`config.mk`:
```
export PLATFORM = sky130hd
export DESIGN_NAME = alu_op_sequencer
export DESIGN_NICKNAME = d
export VERILOG_FILES = /design/src/rtl/alu_op_sequencer.sv
export SDC_FILE = /design/constraint.sdc
export NUM_CORES = 1
export LEC_CHECK = 0
export ABC_AREA = 1
export CAP_MARGIN = 0
export CORE_UTILIZATION = 44
export CTS_CLUSTER_DIAMETER = 60
export DETAILED_ROUTE_END_ITERATION = 8
export GPL_TIMING_DRIVEN = 0
export PLACE_DENSITY_LB_ADDON = 0.15
export SETUP_SLACK_MARGIN = 0.5
export SYNTH_ARGS = -nofsm -noshare
export SYNTH_HDL_FRONTEND = slang
export SYNTH_SLANG_ARGS = --single-unit
```
`constraint.sdc`:
```
create_clock -name i_clk -period 1.5 [get_ports i_clk]
set_input_delay 0.3 -clock i_clk [delete_from_list [all_inputs] [get_ports i_clk]]
set_output_delay 0.3 -clock i_clk [all_outputs]
set_load 0.02 [all_outputs]
```
`src/rtl/alu_op_sequencer.sv`:
```
// Front-end sequencer for the board ALU: conditions three push buttons and loads
// operand A, operand B and opcode in order, then latches the ALU result onto the LEDs.
module alu_op_sequencer #(
    parameter int NB_DATA = 8,
    parameter int NB_OP   = 6
) (
    input  logic               i_clk,
    input  logic               i_rst_n,
    input  logic [NB_DATA-1:0] i_sw,
    input  logic [2:0]         i_btn,
    input  logic [NB_DATA-1:0] i_alu_res,
    output logic [NB_DATA-1:0] o_A,
    output logic [NB_DATA-1:0] o_B,
    output logic [NB_OP-1:0]   o_OP,
    output logic [NB_DATA-1:0] o_led,
    output logic [2:0]         o_state,
    output logic               o_err
);

    typedef enum logic [2:0] {
        S_A    = 3'd0,
        S_B    = 3'd1,
        S_OP   = 3'd2,
        S_EXEC = 3'd3,
        S_SHOW = 3'd4
    } state_t;

    localparam logic [NB_OP-1:0] OP_ADD = NB_OP'(6'b100000);
    localparam logic [NB_OP-1:0] OP_SUB = NB_OP'(6'b100010);
    localparam logic [NB_OP-1:0] OP_AND = NB_OP'(6'b100100);
    localparam logic [NB_OP-1:0] OP_OR  = NB_OP'(6'b100101);
    localparam logic [NB_OP-1:0] OP_XOR = NB_OP'(6'b100110);
    localparam logic [NB_OP-1:0] OP_NOR = NB_OP'(6'b100111);
    localparam logic [NB_OP-1:0] OP_SRA = NB_OP'(6'b000011);
    localparam logic [NB_OP-1:0] OP_SRL = NB_OP'(6'b000010);

    function automatic logic op_valid(input logic [NB_OP-1:0] code);
        case (code)
            OP_ADD, OP_SUB, OP_AND, OP_OR,
            OP_XOR, OP_NOR, OP_SRA, OP_SRL: return 1'b1;
            default:                        return 1'b0;
        endcase
    endfunction

    logic [2:0]         sync1_q, sync2_q, edge_q;
    logic [2:0]         btn_pulse;
    logic [NB_OP-1:0]   sw_op;
    state_t             state_q;
    logic [NB_DATA-1:0] a_q, b_q, led_q;
    logic [NB_OP-1:0]   op_q;
    logic               err_q;

    // Two-flop synchronizer plus one edge flop: a held button yields a single pulse.
    always_ff @(posedge i_clk) begin
        if (!i_rst_n) begin
            sync1_q <= '0;
            sync2_q <= '0;
            edge_q  <= '0;
        end else begin
            sync1_q <= i_btn;
            sync2_q <= sync1_q;
            edge_q  <= sync2_q;
        end
    end

    assign btn_pulse = sync2_q & ~edge_q;
    assign sw_op     = i_sw[NB_OP-1:0];

    always_ff @(posedge i_clk) begin
        if (!i_rst_n) begin
            state_q <= S_A;
            a_q     <= '0;
            b_q     <= '0;
            op_q    <= '0;
            led_q   <= '0;
            err_q   <= 1'b0;
        end else begin
            case (state_q)
                S_A: begin
                    if (btn_pulse[0]) begin
                        a_q     <= i_sw;
                        state_q <= S_B;
                    end
                end
                S_B: begin
                    if (btn_pulse[1]) begin
                        b_q     <= i_sw;
                        state_q <= S_OP;
                    end
                end
                S_OP: begin
                    // Illegal codes never reach the ALU; the last good opcode stays applied.
                    if (btn_pulse[2]) begin
                        if (op_valid(sw_op)) begin
                            op_q    <= sw_op;
                            err_q   <= 1'b0;
                            state_q <= S_EXEC;
                        end else begin
                            err_q   <= 1'b1;
                        end
                    end
                end
                S_EXEC: begin
                    led_q   <= i_alu_res;
                    state_q <= S_SHOW;
                end
                S_SHOW: begin
                    if (btn_pulse[0]) begin
                        a_q     <= i_sw;
                        state_q <= S_B;
                    end
                end
                default: state_q <= S_A;
            endcase
        end
    end

    assign o_A     = a_q;
    assign o_B     = b_q;
    assign o_OP    = op_q;
    assign o_led   = led_q;
    assign o_state = state_q;
    assign o_err   = err_q;

endmodule

```
==> results of run 1 <==
state kept, by name, indices dropped and copies added (netlist names):
signal and flops:
o_A 8, o_B 8, o_led 8, o_OP 6
edge_q 3, o_state 3, sync1_q 3, sync2_q 3
o_err 1
layout make-up:
cell class	instances	area (um^2)	share of cell area, %
clock inverter	1	5.00	0.187
timing repair buffer	81	806	30.1
tap	46	57.6	2.15
buffer	6	51.3	1.91
clock buffer	7	55.1	2.05
inverter	29	118	4.39
multi-input combinational	122	676	25.2
sequential	43	912	34.0
logic make-up after synthesis:
| logic type | count (synthesis) | share of synthesized area, % |
|---|---|---|
| buffers and inverters | 35 | 9.41 |
| AO/OA/AOI/OAI | 39 | 12.9 |
| flip-flops | 43 | 54.0 |
| AND/OR/NAND/NOR | 83 | 23.7 |
layout by cell type, fill, tap and decap left out, types with 3 or more instances in the layout:
cell | netlist | final
a21oi_1 | 9 | 8
buf_4 | 0 | 23
buf_6 | 2 | 42
clkbuf_4 | 0 | 5
clkdlybuf4s50_1 | 0 | 18
dfxtp_1 | 43 | 8
dfxtp_2 | 0 | 32
dfxtp_4 | 0 | 3
inv_1 | 26 | 19
inv_2 | 2 | 6
inv_4 | 0 | 3
nand2_1 | 22 | 19
nand2_2 | 0 | 3
nand3_1 | 5 | 3
nor2_1 | 49 | 45
nor2_4 | 1 | 3
o21ai_0 | 26 | 7
o21ai_1 | 0 | 9
o21ai_2 | 2 | 12
repair_timing:
action,4_1_cts,5_1_grt
endpoints found under the setup margin,77,77
gates resized for setup,255,44
buffers inserted,10,15
cloned,2,0
pin swaps,12,16
metal layers:
layer  wire length [um]  vias up  part of all wire, %
li1                   -      803                    -
met1               1770      713                   43
met2               2000       50                   49
met3                203       10                  5.0
met4                 92        0                  2.3
met5                  0        -                    0
critical path: cells and delay by family:
kind	cells	cell delay, ns
and+or+nand+nor	6	0.66
buffers and inverters	2	0.59
metrics by stage:
step,setup WS [ns],total power [mW],util [%]
2_1_floorplan,0.388,1.37,-
3_3_place_gp,-0.0973,1.50,64.6
3_5_place_dp,-0.106,1.50,64.6
4_1_cts,0.233,2.13,72.5
5_1_grt,0.130,2.28,78.5
6_report,0.212,2.19,78.5
power by group:
part | switching (mW) | leakage, nW | total [mW] | internal, mW
logic | 0.184 | 0.854 | 0.389 | 0.204
registers | 0.0285 | 0.367 | 1.21 | 1.18
clock network | 0.360 | 0.0353 | 0.588 | 0.228
how the worst max path moves through the flow:
stage,depth (start not counted),endpoint,start
floorplan,5,o_OP[0],o_state[1]
global placement,8,o_state[0],i_sw[0]
detailed placement,10,o_state[0],i_sw[3]
CTS,7,o_B[4],o_state[2]
global route,7,o_B[3],o_state[2]
finish,8,o_state[0],i_sw[0]
==> impl_metrics.csv, run 1 <==
group,metric,value,unit
cts,hold_buffers,0,
cts,clockBufferDepth,2,
grt,grt_pass1_wl,6.27,mm
synth,yosys.area.top_type_share,54.0,%
floorplan,dieArea,3870,um^2
drt,wl_per_cell,12.1,um
critical_path,critPathCaptureType,"register",
placement,dp_cells,300,
sta,relSlewSlack,81.9,%
synth,synth_cell_types,22,
drt,drt_wl_total,4.07,mm
finish,area_growth,68.0,%
cts,clock_latency,0.35,ns
synth,yosys.area.top_type,"dfxtp_1",
cts,cts.htree.levels,2,
synth,ys_top_cells_by_count,"49 x nor2_1, 43 x dfxtp_1, 26 x inv_1, 26 x o21ai_0, 22 x nand2_1",
job,drv_cap,0,
synth,synthArstFlopShare,0,%
grt,grt_busiest_layer,"met2",
critical_path,path_class,"in -> reg",
grt,grt_max_degree,14,
worst_hold_path,hold_path_depth,3,
synth,synth_seq_cells,43,
drt,detailroute.via_count,1576,
cts,cts_buffers,5,
run_status,outcome,"finished, final reports clean",
grt,use_met3,7.17,%
critical_path,required,1.77,ns
finish,finalNetCount,309,
sta,hold_slack,0.328,ns
sta,finalHoldViolCount,0,
drt,ant_nets,0,
critical_path,path_max_fanout,5,
critical_path,timing.rr.start,"o_state[2]",
floorplan,rows,21,
synth,synth_edf_count,0,
grt,use_met1,23.7,%
synth,synth_cells,200,
critical_path,r2r_cells,7,
sta,grt_setup_unrepaired,"yes",
grt,grt.met2_usage,35.2,%
synth,ys_seq_area_share,54.0,%
critical_path,cp-start-kind,"input pin",
grt,grt_pass1_vias,1446,
sta,fin_crit_sh,85.9,%
worst_hold_path,holdCritStartpoint,"i_rst_n",
power_and_ir_drop,p_per_area,815,nW/um^2
sta,maxSlewViolCount,0,
cts,clkSinkCount,43,
synth,synthFlopType,"dfxtp_1",
cts,cts_root_buf,"clkbuf_4",
grt,grt_overflow,0,
floorplan,core_area,3420,um^2
placement,numPortBuffers,54,
cts,clkTransAtPathRegs,0.12,ns
finish,fillCellCount,231,
worst_hold_path,hold_class,"in -> reg",
critical_path,critical_path.cell_chain,"clkdlybuf4s50_1, nand3_1, nand3_1, nand2_2, nand2_1, nor2_1, nand2_1, inv_1",
cts,cts_tree,"built",
finish,n_antenna_cell,0,
drt,drt-initial-drc-count,65,
sta,tns,0,ns
finish,layout-drive-gt1-share,50.9,%
critical_path,cpMaxStageDelayCell,"clkdlybuf4s50_1",
synth,yosysWarningCount,0,
critical_path,r2r_slack,0.22,ns
power_and_ir_drop,ir_drop,0.688,mV
drt,first_pass_iters,4,
critical_path,arrival,1.55,ns
synth,synth_area,1600,um^2
grt,antenna_found_initial,0,
drt,drc_errors,0,
finish,fin_cells,335,
sta,tightest_slew,0.271,ns
synth,synth_area_leaders,"dfxtp_1 54%, nor2_1 12%, o21ai_0 8.2%",
sta,period_minus_slack,1.29,ns
placement,place.gp.congestion,0.757,
critical_path,critPathMaxStageDelay,0.56,ns
floorplan,start_util,46.7,%
synth,yosysMostFrequentCell,"nor2_1",
worst_hold_path,whs_endpoint,"o_OP[3]",
floorplan,ioPinCount,55,
sta,timing.fmax,776,MHz
finish,final_cell_area,2680,um^2
floorplan,die_h,62.2,um
critical_path,r2r_end,"o_led[4]",
sta,finalSetupViolCount,0,
synth,syn_area_per_cell,7.98,um^2
synth,synth_nets,221,
drt,avgViaCountPerCell,4.70,
placement,hpwlAfterDp,2.43,mm
sta,finClkSkew,0.00557,ns
placement,placed_area,2210,um^2
grt,gr-usage-all-layers,20.7,%
power_and_ir_drop,total_leakage_power,1.26,nW
floorplan,die_x,62.2,um
Power figures use the tool's default switching activity.
==> run 2, diff against run 1 <==
Settings changed: REMOVE_ABC_BUFFERS set to 1.
==> run 2 against run 1 <==
Net effect:
- final cell count decreased by 4.5%
- via count decreased by 7.4%
- sequential power about the same
- clock power increased by 7.0%
- sequential cell count unchanged
- fmax increased by 5.1%
- non-clock buffer count decreased by 16
- highest routed layer unchanged
==> impl_metrics.csv, run 2 (synthesis results as in run 1) <==
group,metric,value,unit
drt,detailroute.via_count,1459,
cts,cts_tree,"built",
drt,wl_per_cell,11.4,um
sta,timing.fmax,816,MHz
worst_hold_path,hold_class,"in -> reg",
placement,hpwlAfterDp,2.21,mm
job,drv_cap,0,
critical_path,critical_path.cell_chain,"buf_6",
run_status,outcome,"finished, final reports clean",
floorplan,rows,21,
drt,drt-initial-drc-count,90,
placement,numPortBuffers,54,
critical_path,arrival,0.93,ns
finish,area_growth,60.0,%
grt,gr-usage-all-layers,20.2,%
cts,cts_root_buf,"clkbuf_4",
finish,n_antenna_cell,0,
grt,antenna_found_initial,0,
drt,first_pass_iters,4,
grt,grt_max_degree,41,
drt,ant_nets,0,
power_and_ir_drop,total_leakage_power,1.18,nW
cts,cts.htree.levels,2,
drt,drt_wl_total,3.66,mm
power_and_ir_drop,p_per_area,846,nW/um^2
critical_path,path_class,"reg -> out",
floorplan,ioPinCount,55,
cts,cts_buffers,5,
critical_path,cp_top_family,"flip-flops",
drt,avgViaCountPerCell,4.56,
floorplan,die_x,62.2,um
placement,place.gp.congestion,0.742,
sta,period_minus_slack,1.23,ns
sta,finClkSkew,0.00601,ns
finish,final_cell_mix,"45 x nor2_1, 37 x buf_6, 32 x dfxtp_2, 21 x o21ai_0, 19 x inv_1",
sta,fin_crit_sh,81.7,%
sta,finalSetupViolCount,0,
floorplan,core_area,3420,um^2
grt,grt_overflow,0,
grt,grt_pass1_vias,1377,
critical_path,critPathMaxStageDelay,0.44,ns
critical_path,cpMaxStageDelayCell,"dfxtp_4",
cts,clkTransAtPathRegs,0.12,ns
cts,clockBufferDepth,2,
sta,setup_slack,0.275,ns
finish,finalNetCount,294,
sta,finalHoldViolCount,0,
sta,grt_setup_unrepaired,"yes",
cts,clkSinkCount,43,
finish,fin_util,74.7,%
finish,layout-drive-gt1-share,46.0,%
sta,maxSlewViolCount,0,
cts,hold_buffers,0,
critical_path,critPathCaptureType,"output port",
floorplan,start_util,46.7,%
grt,grt_pass1_wl,6.17,mm
critical_path,worst-path-buf-inv,1,
floorplan,dieArea,3870,um^2
drt,drc_errors,0,
critical_path,cp-start-kind,"register",
finish,layout_commonest_cell,"nor2_1",
placement,post-place-ws,-0.665,ns
critical_path,path_max_fanout,5,
critical_path,required,1.20,ns
power_and_ir_drop,ir_drop,0.749,mV
cts,clock_latency,0.35,ns
floorplan,die_h,62.2,um
sta,relSlewSlack,50.3,%
sta,tightest_slew,0.745,ns
[run 2: worst min-delay path, stage by stage]
cell and delay (ns):
dlymetal6s2s_1 0.11, o21ai_1 0.08, nor2_1 0.07
[run 2: layer usage]
metal,GRT usage (%),wire [um]
met5,0,0
met4,6.10,46
met3,6.80,142
met2,33.8,1840
met1,24.4,1620
[run 2: worst paths after layout]
check / startpoint / cells past startpoint / to / slack, ns
worst min register to register: sync1_q[0] / 2 / sync2_q[0] / 0.42
worst max-delay path: o_state[0] / 1 / o_state[0] / 0.27
worst max register to register: o_state[0] / 6 / o_state[0] / 0.29
worst min-delay path: i_sw[2] / 3 / o_OP[2] / 0.24
[run 2: final cells by class]
cell class                 count  area (um^2)
timing repair inverter         1         7.51
timing repair buffer          71          722
multi-input combinational    122          664
fill                         253          863
inverter                      29          120
clock buffer                   8         68.8
tap                           46         57.6
sequential                    43          912
[run 2: timing repair]
item	in CTS	in global routing
setup endpoints to repair	77	68
resized for setup	275	13
cloned	1	0
pin swaps	11	12
setup buffers	9	8
[run 2: stage by stage]
| stage | cell area [um^2] | hold WS, ns | instances | power, mW | TNS, ns |
|---|---|---|---|---|---|
| after floorplan | 1560 | 0.390 | 194 | 1.35 | 0 |
| after global placement | 2150 | 0.393 | 294 | 1.49 | -21.48 |
| final | 2550 | 0.237 | 320 | 2.16 | 0 |
| after CTS | 2450 | 0.384 | 312 | 2.14 | 0 |
| after global routing | 2550 | 0.269 | 320 | 2.26 | 0 |
| after detailed placement | 2150 | 0.401 | 294 | 1.49 | -21.39 |
[run 2: report_power, final]
part	total (mW)	internal, mW	switching [mW]
sequential	1.22	1.18	0.0347
clock	0.629	0.276	0.353
combinational	0.316	0.153	0.164
